**config.mk**
```make
export PLATFORM = sky130hd
export DESIGN_NAME = counter_seq_ctrl
export DESIGN_NICKNAME = d
export VERILOG_FILES = /design/src/rtl/counter_seq_ctrl.sv
export SDC_FILE = /design/constraint.sdc
export NUM_CORES = 1
export LEC_CHECK = 0
export BUFFER_PORTS_ARGS = -buffer_cell sky130_fd_sc_hd__buf_2
export CELL_PAD_IN_SITES_DETAIL_PLACEMENT = 1
export CELL_PAD_IN_SITES_GLOBAL_PLACEMENT = 1
export CORE_UTILIZATION = 40
export CTS_BUF_LIST = sky130_fd_sc_hd__clkbuf_4
export DETAILED_ROUTE_END_ITERATION = 12
export HOLD_SLACK_MARGIN = 0.03
export PLACE_DENSITY_LB_ADDON = 0.1
export SYNTH_ARGS = -nofsm -noshare
export SYNTH_HDL_FRONTEND = slang
export SYNTH_SLANG_ARGS = --single-unit
export TNS_END_PERCENT = 10
```
**constraint.sdc**
```tcl
create_clock -name clk -period 2.45 [get_ports clk]
set_input_delay 0.1225 -clock clk [delete_from_list [all_inputs] [get_ports clk]]
set_output_delay 0.1225 -clock clk [all_outputs]
set_load 0.01 [all_outputs]
```
**src/rtl/counter_seq_ctrl.sv**
```systemverilog
// Sequencing controller owning a WIDTH-bit up-counter: start/stop/pause commands, terminal-count irq.
// Latency: command takes effect at the accepting posedge; tc_pulse/irq appear one cycle after the terminal tick.
// Backpressure: cmd_ready drops while irq is pending; counting continues regardless of command blocking.
module counter_seq_ctrl #(
    parameter int WIDTH = 4
) (
    input  logic             clk,
    input  logic             rst,
    input  logic             cmd_valid,
    output logic             cmd_ready,
    input  logic [1:0]       cmd_op,
    input  logic [WIDTH-1:0] cmd_limit,
    input  logic             cmd_periodic,
    input  logic             count_en,
    output logic [WIDTH-1:0] count,
    output logic             busy,
    output logic             tc_pulse,
    output logic             irq,
    input  logic             irq_ack,
    output logic             overrun
);

    typedef enum logic [1:0] {
        S_IDLE  = 2'b00,
        S_RUN   = 2'b01,
        S_PAUSE = 2'b10,
        S_DONE  = 2'b11
    } state_t;

    localparam logic [1:0] OP_START = 2'b01;
    localparam logic [1:0] OP_STOP  = 2'b10;
    localparam logic [1:0] OP_PAUSE = 2'b11;

    localparam logic [WIDTH-1:0] ONE = {{(WIDTH-1){1'b0}}, 1'b1};

    state_t           state_q;
    logic [WIDTH-1:0] count_q;
    logic [WIDTH-1:0] limit_q;
    logic             periodic_q;
    logic             irq_q;
    logic             overrun_q;
    logic             tc_pulse_q;
    logic             busy_q;
    logic             cmd_accept;

    // Commands are refused only while an interrupt is outstanding.
    assign cmd_ready  = ~irq_q;
    assign cmd_accept = cmd_valid & cmd_ready;

    assign count    = count_q;
    assign busy     = busy_q;
    assign tc_pulse = tc_pulse_q;
    assign irq      = irq_q;
    assign overrun  = overrun_q;

    // Sequencer: an accepted START/STOP/PAUSE pre-empts the count update in the same cycle.
    always_ff @(posedge clk or negedge rst) begin
        if (!rst) begin
            state_q    <= S_IDLE;
            count_q    <= '0;
            limit_q    <= '0;
            periodic_q <= 1'b0;
            irq_q      <= 1'b0;
            overrun_q  <= 1'b0;
            tc_pulse_q <= 1'b0;
            busy_q     <= 1'b0;
        end else begin
            tc_pulse_q <= 1'b0;
            // Ack clears; a terminal count below re-sets it, so set wins.
            if (irq_ack) begin
                irq_q <= 1'b0;
            end

            if (cmd_accept && cmd_op == OP_START) begin
                limit_q    <= cmd_limit;
                periodic_q <= cmd_periodic;
                count_q    <= '0;
                overrun_q  <= 1'b0;
                state_q    <= S_RUN;
                busy_q     <= 1'b1;
            end else if (cmd_accept && cmd_op == OP_STOP) begin
                if (state_q != S_IDLE) begin
                    state_q <= S_IDLE;
                    count_q <= '0;
                    busy_q  <= 1'b0;
                end
            end else if (cmd_accept && cmd_op == OP_PAUSE) begin
                // Toggle only between RUN and PAUSE; busy stays high in both.
                if (state_q == S_RUN) begin
                    state_q <= S_PAUSE;
                end else if (state_q == S_PAUSE) begin
                    state_q <= S_RUN;
                end
            end else if (state_q == S_RUN && count_en) begin
                if (count_q == limit_q) begin
                    tc_pulse_q <= 1'b1;
                    irq_q      <= 1'b1;
                    if (irq_q) begin
                        overrun_q <= 1'b1;
                    end
                    if (periodic_q) begin
                        count_q <= '0;
                    end else begin
                        state_q <= S_DONE;
                        busy_q  <= 1'b0;
                    end
                end else begin
                    count_q <= count_q + ONE;
                end
            end
        end
    end

endmodule

```
==> qor.csv, run 1 <==
metric,value,unit
status,"finished, final reports clean",
Synth Area in Compound Gates,17.67,%
Worst Skew,4.185,ps
Worst slew margin,62.16,%
CTS tree,yes,
HP Class,input pin to flop,
Sw Ratio,36.29,%
combinational power share,35.5,%
Synth cell types,31,
Worst-Margin Slew,562.4,ps
"count leader, synth",dfrtp_1,
Total Routed Length,1555,um
die area,0.002110,mm2
Mapped Nets,84,
Clk pwr share,17.7,%
post-route insts no fill,121,
"Primary FF master, synth",dfrtp_1,
reg2reg start,irq,
clk root buf,clkbuf_4,
Synth top cells by count,"15 x dfrtp_1, 7 x nand2_1, 6 x a21oi_1",
crit path DAT,2320,ps
max_cap viols,0,
Syn-to-layout area delta,22.37,%
Adder-Cell Fraction of Synth Area,1.621,%
row count,15,
#FFs+latches synth,15,
R2R depth,5,
post-route ant nets,0,
Synth area leader,dfrtp_1,
initial antenna violation count,0,
sequential power share,46.8,%
Max Fclk,475.0,MHz
Vias,602,
final setup fails,0,
first-pass GRT wire length,2622,um
Worst-path clk slew,100,ps
Total GRT Usage,17.60,%
Pre-antenna DRT Iters,5,
largest net degree at the start of global routing,16,
FF-to-FF End,count[3],
setup_tns,0,ps
Vias/cell,4.975,
DRC Markers,0,
vias in the first global route,586,
top fanout value on the critical path,7,
Detail Placement HPWL,1182,um
Synth Area per Inst,10.87,um2
pre-CTS setup slack,415.9,ps
startpoint class of the critical path,flop,
Pwr Density,869.1,mW/mm2
Die Y,45.93,um
largest family of logic cells by synthesized area,compound AO/OA/AOI/OAI gates,
"top cells by area, synth","dfrtp_1 49%, mux2_2 7.3%, xor2_1 4.5%, a21oi_1 3.9%, nand2_1 3.4%",
Port Buffer Count,20,
hold path depth,2,
Worst EP required,2670,ps
Max VDD drop,0.0003642,V
DRT iter0 DRCs,3,
Fin. Hold Viols,0,
Hold Slack,57.74,ps
yosys warns,0,
Setup WS post-layout,344.8,ps
clock sink total,15,
min-delay src,cmd_limit[2],
unrepaired setup endpoints after global routing,false,
Synth top area share,48.62,%
Pleak,0.4673,nW
die width,45.93,um
mux cell area share after synthesis,7.293,%
dpl cells,114,
H-tree Lvls,1,
"EDFF count, synth",0,
# nets final,110,
Psw,0.2979,mW
total grt overflow,0,
register area share after synthesis,48.62,%
synthesized instance count,71,
Resized cells post-CTS,0,
WHS Endpoint,limit_q[2],
Routed WL per cell,12.85,um
async set or reset register ratio after synthesis,100.0,%
CTS Buffer Depth,2,
post-synthesis simple-gate area fraction,14.10,%
layout cells sized above 1,34.38,%
fin crit period,2105,ps
Pint,0.5230,mW
placer congestion estimate,0.7563,
Worst-Skew Late Latency,290,ps
post-synthesis xor/xnor area fraction,6.645,%
fin crit share,85.93,%
Setup crit end kind,flop,
max-slew violations,0,
total CTS buffers,3,
flop2flop setup slack,340,ps
# diodes,0,
critical path class,flop to flop,
initial core utilization,43.76,%
core footprint,0.001764,mm2
io pins,21,
Mapped Area,772.0,um2
-- logic make-up after synthesis --
kind of cell | Yosys count
AO/OA/AOI/OAI | 19
XOR/XNOR | 5
adder cells (fa/ha/maj) | 1
buffers and inverters | 5
flip-flops | 15
multiplexers | 5
AND/OR/NAND/NOR | 21
-- layer usage --
metal	track usage [%]	wire length, um	vias to the layer above
li1	-	-	302
met1	26.13	794	283
met2	24.79	693	15
met3	3.571	62	2
met4	7.059	4	0
met5	0	0	-
-- what timing repair did --
action                    CTS  global route
buffers inserted            0             0
hold endpoints to repair   17             0
hold buffers                3             0
-- area by class of cell --
type / instances / area [um2]
inverters: 2 / 7.507
multi-input cells: 51 / 365.4
fillers: 225 / 819.5
well taps: 25 / 31.28
clock buffers: 3 / 22.52
clock inverters: 1 / 5.005
repair buffers: 24 / 137.6
flip-flops and latches: 15 / 375.4
-- registers in the layout (all words and copies together), names as in the netlist --
signal	cells
periodic_q	1
limit_q	4
count	4
state_q	2
irq	1
busy	1
tc_pulse	1
overrun	1
-- cells in the final DEF, fill, tap and decap left out, types with 2 or more instances in the layout --
| master | instances |
|---|---|
| a21oi_1 | 6 |
| a21o_1 | 2 |
| buf_2 | 20 |
| o21bai_1 | 2 |
| nor2b_1 | 3 |
| nor2_1 | 4 |
| xor2_1 | 4 |
| dfrtp_1 | 15 |
| mux2_2 | 5 |
| inv_1 | 2 |
| clkbuf_4 | 3 |
| nand2_1 | 7 |
| dlygate4sd3_1 | 3 |
-- metrics by stage --
step | utilization, % | cell area (um2) | power, mW
6_report | 53.55 | 944.7 | 0.8210
5_1_grt | 53.55 | 944.7 | 0.8883
3_5_place_dp | 50.28 | 887.1 | 0.6809
3_3_place_gp | 50.28 | 887.1 | 0.6701
4_1_cts | 53.55 | 944.7 | 0.8321
2_1_floorplan | - | 772.0 | 0.5819
-- worst max path at each step --
stage / startpoint / endpoint / slack [ps] / cells past startpoint
2_1_floorplan: irq / count[3] / 680 / 6
3_3_place_gp: irq / count[3] / 510 / 5
3_5_place_dp: irq / count[3] / 420 / 5
4_1_cts: irq / count[3] / 390 / 5
5_1_grt: irq / count[3] / 230 / 5
6_report: irq / count[3] / 340 / 5
-- power by group through the flow --
stage	Combinational (mW)	Sequential, mW	Clock, mW
global route	0.331	0.398	0.160
global placement	0.282	0.388	0
detailed placement	0.290	0.391	0
CTS	0.295	0.386	0.152
finish	0.291	0.384	0.145
floorplan	0.184	0.397	0
-- worst max-delay path: stages, from the launching register on --
cell,delay (ps)
dfrtp_1,420
nor2b_1,450
nand2_2,140
a221o_1,440
or4_1,510
o211ai_2,70
No activity file was read; power rests on OpenSTA's default activity.
==> inputs of run 2 (changes only) <==
--- a/config.mk
+++ b/config.mk
@@ -8,6 +8,7 @@
 export BUFFER_PORTS_ARGS = -buffer_cell sky130_fd_sc_hd__buf_2
 export CELL_PAD_IN_SITES_DETAIL_PLACEMENT = 1
 export CELL_PAD_IN_SITES_GLOBAL_PLACEMENT = 1
+export CORE_MARGIN = 4
 export CORE_UTILIZATION = 40
 export CTS_BUF_LIST = sky130_fd_sc_hd__clkbuf_4
 export DETAILED_ROUTE_END_ITERATION = 12
==> run 2 against run 1 <==
  * Die area is 28% higher
  * Total power grew 1.1%
  * Highest routed layer unchanged
  * Routed wire length is 5.9% higher
  * Largest power group unchanged
==> qor.csv, run 2 (synthesis results as in run 1) <==
metric,value,unit,change
Syn-to-layout area delta,22.69,%,
Worst-path clk slew,110,ps,about the same
H-tree Lvls,1,,unchanged
DRC Markers,0,,unchanged
core footprint,0.001783,mm2,+1.1%
initial antenna violation count,0,,unchanged
fin crit share,84.82,%,-1.1 points
largest net degree at the start of global routing,16,,unchanged
max_cap viols,0,,unchanged
HP Class,input pin to flop,,
met3 GRT Util,5.158,%,+1.6 points
fin crit period,2078,ps,-27.14 ps
Vias/cell,4.950,,-0.50%
status,"finished, final reports clean",,
top fanout value on the critical path,7,,unchanged
total CTS buffers,3,,unchanged
Routed WL per cell,13.60,um,+5.9%
Worst Skew,17.59,ps,+13.41 ps
# nets final,110,,unchanged
crit path DAT,2290,ps,-30 ps
FF-to-FF End,count[3],,
CTS Buffer Depth,2,,unchanged
row count,15,,unchanged
startpoint class of the critical path,flop,,
Max VDD drop,0.0005776,V,+59%
Vias,599,,-0.50%
# diodes,0,,unchanged
flop2flop setup slack,370,ps,+30 ps
grt met1 use,19.06,%,-7.1 points
post-route insts no fill,121,,unchanged
CTS tree,yes,,
Detail Placement HPWL,1258,um,+6.4%
clk root buf,clkbuf_4,,
first-pass GRT wire length,2891,um,+10%
Worst-Skew Late Latency,300,ps,about the same
Pwr Density,876.6,mW/mm2,+0.86%
Max Fclk,481.2,MHz,+1.3%
most frequent cells in the layout,"20 x buf_2, 15 x dfrtp_1, 7 x nand2_1",,
Worst EP required,2660,ps,about the same
die width,51.93,um,+13%
post-route ant nets,0,,unchanged
max-slew violations,0,,unchanged
placer congestion estimate,0.8260,,+9.2%
hold path depth,3,,+1
Worst-Margin Slew,606.3,ps,+43.87 ps
die area,0.002697,mm2,+28%
Port Buffer Count,20,,unchanged
final setup fails,0,,unchanged
clock sink total,15,,unchanged
initial core utilization,43.30,%,-0.46 points
"most common cell after layout, fill and taps aside",buf_2,,
Post-CTS Setup Inserts,0,,unchanged
total grt overflow,0,,unchanged
layout cells sized above 1,34.38,%,unchanged
Total GRT Usage,14.63,%,-3.0 points
M2 GR Usage,22.80,%,-2.0 points
Pre-antenna DRT Iters,4,,-1
R2R depth,5,,unchanged
gr busiest metal,met2,,
Hold Slack,40.86,ps,-16.89 ps
reg2reg start,irq,,
Worst slew margin,59.21,%,-3.0 points
Die Y,51.93,um,+13%
min-delay src,cmd_periodic,,
Fillers,223,,-0.89%
WHS Endpoint,periodic_q,,
Total Routed Length,1646,um,+5.9%
io pins,21,,unchanged
Fin. Hold Viols,0,,unchanged
Pleak,0.4636,nW,-0.81%
DRT iter0 DRCs,3,,unchanged
vias in the first global route,641,,+9.4%
Setup crit end kind,flop,,
setup_tns,0,ps,unchanged
dpl cells,114,,unchanged
unrepaired setup endpoints after global routing,false,,
critical path class,flop to flop,,
==> run 2: power by group <==
part | switching [mW] | internal [mW] | total (mW)
clock | 0.0897 | 0.0621 | 0.152
sequential | 0.0693 | 0.315 | 0.384
combinational | 0.147 | 0.148 | 0.295
==> run 2: how the worst max path moves through the flow <==
stage                     startpoint  endpoint  slack [ps]
after floorplan                  irq  count[3]         680
after global placement           irq  count[3]         500
after detailed placement         irq  count[3]         430
after CTS                        irq  count[3]         380
after global routing             irq  count[3]         240
final                            irq  count[3]         370
==> run 2: cell type report <==
type	count	area [um2]	area share, %
clock buffers	3	22.52	2.378
clock inverters	1	7.507	0.7926
inverters	2	7.507	0.7926
multi-input cells	51	365.4	38.57
flip-flops and latches	15	375.4	39.63
well taps	25	31.28	3.303
repair buffers	24	137.6	14.53
==> run 2: per-stage QoR <==
step           util [%]  cell area [um2]  power [mW]  setup WS [ps]
6_report          53.12            947.2      0.8303          371.9
2_1_floorplan         -            772.0      0.5819          678.5
3_5_place_dp      49.75            887.1      0.6837          432.6
4_1_cts           52.56            937.1      0.8438          380.3
5_1_grt           53.12            947.2      0.9003          244.9
3_3_place_gp      49.75            887.1      0.6726          503.0
==> run 2: layer usage <==
| layer | up-vias | part of all wire (%) |
|---|---|---|
| met2 | 13 | 46 |
| met1 | 283 | 49 |
| met4 | 0 | 0.85 |
| met3 | 2 | 4.1 |
| li1 | 301 | - |
| met5 | - | 0 |
==> run 2: repair_timing <==
item / 4_1_cts / 5_1_grt
gates resized for setup: 0 / 0
setup endpoints to repair: 0 / 0
hold buffers: 2 / 1
hold endpoints to repair: 16 / 1
==> run 2: worst max-delay path, cell delays in order (launching register included) <==
cell      delay, ps
dfrtp_1         420
nor2b_1         420
nand2_2         130
a221o_1         450
or4_1           500
o211ai_2         70
==> inputs of run 3 (changes only) <==
==> constraint.sdc (replaced) <==
create_clock -name clk -period 2.08 [get_ports clk]
set_input_delay 0.104 -clock clk [delete_from_list [all_inputs] [get_ports clk]]
set_output_delay 0.104 -clock clk [all_outputs]
set_load 0.01 [all_outputs]
==> run 3 against run 2 <==
  * Global-route usage rose by 0.77 points
  * Utilization increased by 0.70 points
  * Clock skew down 16 ps
  * Largest cell class unchanged
==> qor.csv, run 3 (synthesis results as in run 1) <==
metric,value,unit,change
total CTS buffers,3,,unchanged
clock sink total,15,,unchanged
layout cells sized above 1,35.71,%,+1.3 points
Worst Skew,1.531,ps,-16.06 ps
Routed WL per cell,13.99,um,+2.9%
die area,0.002697,mm2,unchanged
Worst-path clk slew,90,ps,-20 ps
first-pass GRT wire length,3049,um,+5.5%
fin crit period,1879,ps,-198.7 ps
status,"finished, final reports clean",,
Post-Route Utilization,53.82,%,+0.70 points
Pre-antenna DRT Iters,2,,-2
post-route ant nets,0,,unchanged
most frequent cells in the layout,"20 x buf_2, 15 x dfrtp_1, 7 x nand2_1",,
final setup fails,0,,unchanged
CTS Buffer Depth,2,,unchanged
Fillers,214,,-4.0%
row count,15,,unchanged
critical path's largest stage delay,520,ps,+20 ps
startpoint class of the critical path,flop,,
CP bufs+invs,1,,+1
H-tree Lvls,1,,unchanged
DRT iter0 DRCs,3,,unchanged
max-slew violations,0,,unchanged
Max Fclk,532.1,MHz,+11%
Pint,0.6268,mW,+20%
clk root buf,clkbuf_4,,
initial core utilization,43.30,%,unchanged
placed inst area,902.1,um2,+1.7%
core footprint,0.001783,mm2,unchanged
Clk pwr share,16.8,%,-1.5 points
sequential power share,46.7,%,+0.5 points
Worst-Skew Late Latency,280,ps,-20 ps
Setup crit end kind,flop,,
fin area,959.7,um2,+1.3%
Worst EP required,2290,ps,-370 ps
Vias,611,,+2.0%
# nets final,112,,+1.8%
unrepaired setup endpoints after global routing,false,,
Total GRT Usage,15.40,%,+0.77 points
max_cap viols,0,,unchanged
Syn-to-layout area delta,24.31,%,
total grt overflow,0,,unchanged
Max VDD drop,0.0004891,V,-15%
Hold Slack,53.68,ps,+12.82 ps
Sw Ratio,35.81,%,-1.0 points
top fanout value on the critical path,6,,-1
cell family with most CP delay,simple AND/OR/NAND/NOR gates,,
Worst slew margin,76.67,%,+17 points
fin crit share,90.35,%,+5.5 points
combinational power share,36.5,%,+1.0 points
setup_tns,0,ps,unchanged
Total Routed Length,1721,um,+4.6%
io pins,21,,unchanged
vias in the first global route,670,,+4.5%
Detail Placement HPWL,1356,um,+7.9%
die width,51.93,um,unchanged
critical path class,flop to flop,,
Vias/cell,4.967,,+0.34%
# diodes,0,,unchanged
DRC Markers,0,,unchanged
Resized cells post-CTS,0,,unchanged
CTS tree,yes,,
largest net degree at the start of global routing,16,,unchanged
Die Y,51.93,um,unchanged
# hold bufs at CTS,3,,+1
crit path DAT,2090,ps,-200 ps
Worst-Margin Slew,349.9,ps,-256.4 ps
"most common cell after layout, fill and taps aside",buf_2,,
crit-path cells,"xor2_1, nor4_1, buf_4, a221o_1, or4_1, o211ai_2",,
Post-CTS Setup Inserts,0,,unchanged
HP Class,input pin to flop,,
initial antenna violation count,0,,unchanged
Port Buffer Count,20,,unchanged
Fin. Hold Viols,0,,unchanged
Pwr Density,1017,mW/mm2,+16%
CP max-delay cell,or4_1,,
Pleak,0.4775,nW,+3.0%
Psw,0.3496,mW,+14%
placer congestion estimate,0.8040,,-2.7%
run 3: changes by cell type in the layout (fill, tap and decap cells not counted):
cell	previous run	this run
buf_4	1	3
clkinvlp_4	1	0
clkinv_2	0	1
run 3: final cells by class:
class | count | area, um2 | share of cell area [%]
clock buffer | 3 | 22.52 | 2.347
clock inverter | 1 | 5.005 | 0.5215
inverter | 2 | 7.507 | 0.7823
multi-input combinational | 51 | 365.4 | 38.07
sequential | 15 | 375.4 | 39.11
tap | 25 | 31.28 | 3.259
timing repair buffer | 26 | 152.6 | 15.91
run 3: power by group through the flow:
stage          Clock [mW]  Combinational, mW  Sequential, mW
2_1_floorplan           0              0.217           0.468
3_3_place_gp            0              0.350           0.457
3_5_place_dp            0              0.357           0.463
4_1_cts             0.174              0.361           0.457
5_1_grt             0.192              0.400           0.470
6_report            0.164              0.357           0.456
run 3: stage by stage:
stage	worst slack, ps	cells	power (mW)
finish	200.6	123	0.9764
global route	113.2	123	1.062
CTS	190.5	123	0.9923
detailed placement	207.8	116	0.8197
global placement	265.8	116	0.8075
floorplan	308.5	71	0.6854
run 3: routing by layer:
metal	share of wire (%)	GRT usage [%]
met4	0.81	5.240
met1	49	19.71
met2	46	24.90
met3	4.3	4.011
met5	0	0
run 3: worst paths after layout:
path                         startpoint          to  slack (ps)  cells after the start
max reg2reg                    count[0]    count[3]         200                      6
max                            count[0]    count[3]         200                      6
min                        cmd_limit[1]  limit_q[1]          50                      2
min in group asynchronous           rst    tc_pulse         260                      2
min reg2reg                        busy        busy         490                      1
max in group asynchronous           rst  limit_q[1]        1560                      2
run 3: worst reg2reg max path, delay by kind of cell (launching register included):
family          cells  cell delay (ps)
simple gates        2              590
compound gates      2              460
flops               1              450
xor+xnor            1              170
buf+inv             1              140
